File: src/rtl/reflet_irq_ctrl.sv
`timescale 1ns/1ps
`default_nettype none
// ============================================================================
//  Module   : reflet_irq_ctrl
//  Brief    : Edge-detecting, masked, fixed-priority interrupt controller with
//             CPU req/ack handshake and memory-mapped CTRL/MASK/PENDING/STATUS/EOI.
//  Revision : 1.0  initial release
// ============================================================================
module reflet_irq_ctrl #(
  parameter int                        WORDSIZE       = 16,
  parameter int                        BASE_ADDR_SIZE = 16,
  parameter logic [BASE_ADDR_SIZE-1:0] BASE_ADDR      = 'hFF00,
  parameter int                        N_IRQ          = 4
) (
  input  logic                      clk,
  input  logic                      rst_n,
  input  logic                      i_enable,
  input  logic [N_IRQ-1:0]          i_irq_in,
  input  logic [BASE_ADDR_SIZE-1:0] i_addr,
  input  logic                      i_write_en,
  input  logic [WORDSIZE-1:0]       i_data_in,
  output logic [WORDSIZE-1:0]       o_data_out,
  output logic                      o_cpu_irq,
  output logic [2:0]                o_cpu_irq_num,
  input  logic                      i_cpu_ack
);

  localparam logic [1:0] C_IDLE    = 2'd0;
  localparam logic [1:0] C_REQ     = 2'd1;
  localparam logic [1:0] C_SERVICE = 2'd2;

  localparam logic [2:0] C_OFF_CTRL    = 3'd0;
  localparam logic [2:0] C_OFF_MASK    = 3'd1;
  localparam logic [2:0] C_OFF_PENDING = 3'd2;
  localparam logic [2:0] C_OFF_STATUS  = 3'd3;
  localparam logic [2:0] C_OFF_EOI     = 3'd4;

  logic [1:0]       r_state;
  logic [2:0]       r_num;
  logic             r_ge;
  logic [N_IRQ-1:0] r_mask;
  logic [N_IRQ-1:0] r_pending;
  logic [N_IRQ-1:0] r_irq_q;

  logic [BASE_ADDR_SIZE-1:0] w_offset;
  logic                      w_sel;
  logic                      w_wr;
  logic [N_IRQ-1:0]          w_edge;
  logic [N_IRQ-1:0]          w_pm;
  logic [N_IRQ-1:0]          w_num_bit;
  logic [N_IRQ-1:0]          w_w1c;
  logic [N_IRQ-1:0]          w_ack_clr;
  logic                      w_live;
  logic                      w_cand_vld;
  logic [2:0]                w_cand;
  logic                      w_svc;
  logic                      w_unused_data;

  // Offset only meaningful once addr >= BASE_ADDR, so no wraparound concern.
  assign w_offset = i_addr - BASE_ADDR;
  assign w_sel    = i_enable && (i_addr >= BASE_ADDR) && (w_offset < BASE_ADDR_SIZE'(5));
  assign w_wr     = w_sel && i_write_en;

  assign w_edge    = i_irq_in & ~r_irq_q;
  assign w_pm      = r_pending & r_mask & {N_IRQ{r_ge}};
  assign w_num_bit = N_IRQ'(1) << r_num;
  assign w_live    = |(w_pm & w_num_bit);
  assign w_svc     = (r_state == C_SERVICE);

  assign w_w1c     = (w_wr && w_offset[2:0] == C_OFF_PENDING) ? i_data_in[N_IRQ-1:0] : '0;
  assign w_ack_clr = (r_state == C_REQ && w_live && i_cpu_ack) ? w_num_bit : '0;

  assign w_unused_data = ^i_data_in;

  always_comb begin
    w_cand     = 3'd0;
    w_cand_vld = |w_pm;
    for (int i = N_IRQ - 1; i >= 0; i--) begin
      if (w_pm[i]) w_cand = 3'(i);
    end
  end

  always_ff @(posedge clk or negedge rst_n) begin
    if (!rst_n) begin
      r_irq_q   <= '0;
      r_ge      <= 1'b0;
      r_mask    <= '0;
      r_pending <= '0;
    end else begin
      r_irq_q <= i_irq_in;
      if (w_wr && w_offset[2:0] == C_OFF_CTRL) r_ge   <= i_data_in[0];
      if (w_wr && w_offset[2:0] == C_OFF_MASK) r_mask <= i_data_in[N_IRQ-1:0];
      // New edges win over any clear in the same cycle so no event is lost.
      r_pending <= (r_pending & ~w_w1c & ~w_ack_clr) | w_edge;
    end
  end

  always_ff @(posedge clk or negedge rst_n) begin
    if (!rst_n) begin
      r_state <= C_IDLE;
      r_num   <= 3'd0;
    end else begin
      case (r_state)
        C_IDLE: begin
          if (w_cand_vld) begin
            r_state <= C_REQ;
            r_num   <= w_cand;
          end
        end
        C_REQ: begin
          if (!w_live)        r_state <= C_IDLE;
          else if (i_cpu_ack) r_state <= C_SERVICE;
        end
        C_SERVICE: begin
          if (w_wr && w_offset[2:0] == C_OFF_EOI) r_state <= C_IDLE;
        end
        default: r_state <= C_IDLE;
      endcase
    end
  end

  assign o_cpu_irq     = (r_state == C_REQ);
  assign o_cpu_irq_num = r_num;

  always_comb begin
    o_data_out = '0;
    if (w_sel) begin
      case (w_offset[2:0])
        C_OFF_CTRL:    o_data_out[0]         = r_ge;
        C_OFF_MASK:    o_data_out[N_IRQ-1:0] = r_mask;
        C_OFF_PENDING: o_data_out[N_IRQ-1:0] = r_pending;
        C_OFF_STATUS: begin
          o_data_out[7]   = w_svc;
          o_data_out[2:0] = w_svc ? r_num : 3'd0;
        end
        default:       o_data_out = '0;
      endcase
    end
  end

endmodule
`default_nettype wire

File: config.mk
export PLATFORM = sky130hd
export DESIGN_NAME = reflet_irq_ctrl
export DESIGN_NICKNAME = d
export VERILOG_FILES = /design/src/rtl/reflet_irq_ctrl.sv
export SDC_FILE = /design/constraint.sdc
export NUM_CORES = 1
export LEC_CHECK = 0
export CORE_MARGIN = 1
export CORE_UTILIZATION = 40
export CTS_CLUSTER_SIZE = 24
export DETAILED_ROUTE_END_ITERATION = 6
export PLACE_DENSITY = 0.89
export SETUP_SLACK_MARGIN = 0.05
export SYNTH_ARGS = -nofsm -noshare
export SYNTH_HDL_FRONTEND = slang
export SYNTH_SLANG_ARGS = --single-unit
File: constraint.sdc
create_clock -name clk -period 2.6 [get_ports clk]
set_input_delay 0.26 -clock clk [delete_from_list [all_inputs] [get_ports clk]]
set_output_delay 0.26 -clock clk [all_outputs]
set_load 0.01 [all_outputs]
==> summary.md <==
| Metric | Value |
|---|---|
| Register Area | 425.4 µm² |
| Largest family of logic cells by synthesized area | simple AND/OR/NAND/NOR gates |
| Worst-path clk slew | 0.11 ns |
| Core area | 2477 µm² |
| Initial core utilization | 0.4212 |
| Largest net degree at the start of global routing | 18 |
| Synth top cells by count | dfrtp_1, buf_4, nand2_1, nor2_1 |
| Yosys top cell area share | 0.4077 |
| Starting DRT DRC Count | 29 |
| Max Slew Vio Count | 0 |
| Clock share of power | 0.295 |
| Final setup fails | 0 |
| Setup TNS | 0 ns |
| Final #Nets | roughly 190 |
| Num ports | between 60 and 70 |
| Post-route clock period utilization | 0.9646 |
| Most numerous cell in the Yosys netlist | dfrtp_1 |
| Post-synthesis adder-cell area fraction | 0 |
| RSZ-0062 raised after global routing | true |
| DP Area | 1396 µm² |
| Vias per Instance | roughly 5.4 |
| Avg Cell Area, Syn | 9.844 µm² |
| Post-synth EDFFs | 0 |
| DR WL/cell | 15.16 µm |
| Hold Path Class | primary input to asynchronous set/reset pin |
| Xor/xnor share of the synthesized area | 0 |
| Clock sinks | 17 |
| Least-Margin Pin Slew | 0.7594 ns |
| Mapped Area | 1044 µm² |
| Clock Latency Late Sink | 0.29 ns |
| Post-detail-place hpwl | 2.003 mm |
| DRC Markers | 0 |
| Post-Route WL | 2.669 mm |
| Final Power | roughly 0.49 mW |
| Max cap viols | 0 |
| Final ANT Viol Nets | 0 |
| # hold bufs at CTS | 0 |
| GRT Residual Overflow | 0 |
| Post-Synth Simple-Gate Area | 0.2386 |
| Clk root buf | clkbuf_4 |
| Die height | ~53 µm |
| Achievable Freq | 0.3987 GHz |
| N_diodes | 0 |
| Cells after Synth | 106 |
| TritonCTS clock tree | yes |
| Net Switching | 0.1179 mW |
| Number of CTS-inserted buffers | 3 |
| Core Rows | 18 |
| Die W | around 53 µm |
| First-pass DRT Iterations | 4 |
| Internal power | 0.3707 mW |
| Leakage | approximately 0.65 nW |
| Crit path time final | roughly 2.5 ns |
| Synth async-reset ratio | 1.000 |
| Post-synthesis compound-gate area fraction | 0.1355 |
| Worst-path fanout max | 8 |
| Ratio of cells with drive above 1 in the final layout | 0.09589 |
| Relative slew margins | 0.4922 |
| Crit Path Class | primary input to primary output |
| Input/output buffers | 36 |
| GRT Total Usage | 0.1849 |
| Synth Register Bits | 17 |
| DR vias | 949 |
| Area contributors post-synth | dfrtp_1, buf_4, mux2_4, nand2_1, nor2_1 |
| Peak VDD IR | around 0.26 mV |
| Vias in the first global route | 853 |
| Clock buffer depth | 2 |
| Sequential-to-total area share from yosys stat | 0.4077 |
| Outcome | complete, no violations |
| Finished layout cell area | 1436 µm² |
| Final Skew | 0.008245 ns |
| Leading area contributor after synthesis | dfrtp_1 |
| Net Sw Frac | 0.2414 |
| YS warnings | 0 |
| Netlist cell types | 33 |
| First-pass GRT wire length | 3.719 mm |
| Critical Path AT | 2.25 ns |
| Multi-input gate area | 550.5 µm² |
| CP Capture Type | primary output |
| H-Tree Depth | 1 |
| P per Cell Area | 340.2 nW/µm² |
| Multiplexer share of the synthesized area | 0.1103 |
| Initial antenna violation count | 0 |
| Worst setup SP type | primary input |
| Area growth, synth to finish | 37.65% |
| Routability cong. | 0.8594 |
| DIE AREA | 2817 µm² |
| Combinational share of power | 0.155 |
| CP required | 2.34 ns |
| Seq pwr share | 0.549 |
| Final Hold Fails | 0 |
| Fill cells | 217 |
| Final hold slack | 0.4020 ns |
| Main flop type after synthesis | dfrtp_1 |
## cell usage in the layout (no fill, tap or decap)
master	netlist	routed
clkdlybuf4s50_1	0	32
dfrtp_1	17	17
conb_1	1	12
nand2_1	10	10
nor2_1	7	7
nor2b_1	4	4
a21oi_1	4	4
inv_1	4	4
nand3_1	4	4
o21ai_0	4	4
and3_1	4	4
o22ai_1	4	4
mux2_4	4	4
a22oi_1	3	3
clkbuf_4	0	3
dlymetal6s2s_1	0	3
nand2b_1	2	2
nand3b_1	2	2
and2_1	2	2
o31ai_1	2	2
a21boi_1	2	2
buf_4	12	2
nand4_1	1	1
nand4bb_1	1	1
or4b_4	1	1
nor4_4	1	1
nor3_1	1	1
mux2i_1	1	1
a221oi_1	1	1
mux2_2	1	1
mux2_1	1	1
nand3_4	1	1
mux4_2	1	1
a41o_1	1	1
o21ai_1	1	1
clkbuf_1	1	1
dlygate4sd2_1	0	1
## power groups by stage
stage          clock [mW]  combinational, mW  sequential (mW)
3_3_place_gp            0             0.0725            0.273
2_1_floorplan           0             0.0347            0.273
5_1_grt             0.156             0.0826            0.269
6_report            0.144             0.0759            0.268
4_1_cts             0.146             0.0759            0.268
3_5_place_dp            0             0.0753            0.274
## final timing paths
path | end | slack, ns | cells past startpoint | from
hold / removal | r_pending[0] | 0.40 | 1 | rst_n
setup reg to reg | o_cpu_irq_num[0] | 1.10 | 4 | r_mask[2]
setup / recovery | o_data_out[7] | 0.09 | 6 | i_addr[4]
min in group clk | r_irq_q[1] | 0.42 | 1 | i_irq_in[1]
hold reg to reg | r_pending[3] | 0.44 | 1 | r_irq_q[3]
max in group asynchronous | r_mask[1] | 1.71 | 1 | rst_n
## registers in the layout, summed over array words and instances (netlist names)
name           cells
r_ge               1
r_state            2
r_pending          4
r_mask             4
o_cpu_irq_num      2
r_irq_q            4
## routing by layer
layer,routed length (µm),track usage
met4,92,0.1184
met3,179,0.02586
met1,992,0.2114
met5,0,0
met2,1404,0.3186
## worst max-delay path, stage by stage
cell and delay, ns:
clkdlybuf4s50_1 0.40, or4b_4 0.54, nor4_4 0.17, buf_4 0.22, and2_1 0.13, clkdlybuf4s50_1 0.52
## timing repair
action	CTS	global route
endpoints found under the setup margin	1	4
buffers inserted	0	1
gates resized for setup	1	3
## area by class of cell
type / count / area share
Clock buffer: 4 / 0.01829
Inverter: 4 / 0.01045
Multi-Input combinational cell: 83 / 0.3833
Sequential cell: 17 / 0.2962
Tap cell: 30 / 0.02613
Timing Repair Buffer: 38 / 0.2657
## per-stage QoR
step,instances,worst slack (ns),util
6_report,176,0.09214,0.5798
5_1_grt,176,0.03667,0.5798
4_1_cts,175,0.07779,0.5737
3_5_place_dp,171,0.04315,0.5636
3_3_place_gp,171,0.09505,0.5636
2_1_floorplan,117,0.8339,-
## cells by family (layout without fill, tap and decap cells)
group / after synthesis / count (layout)
AOI/OAI and AO/OA: 22 / 22
buffers and inverters: 17 / 46
DFF: 17 / 17
muxes: 8 / 8
other: 1 / 12
and+or+nand+nor: 41 / 41
Power figures use the tool's default switching activity.
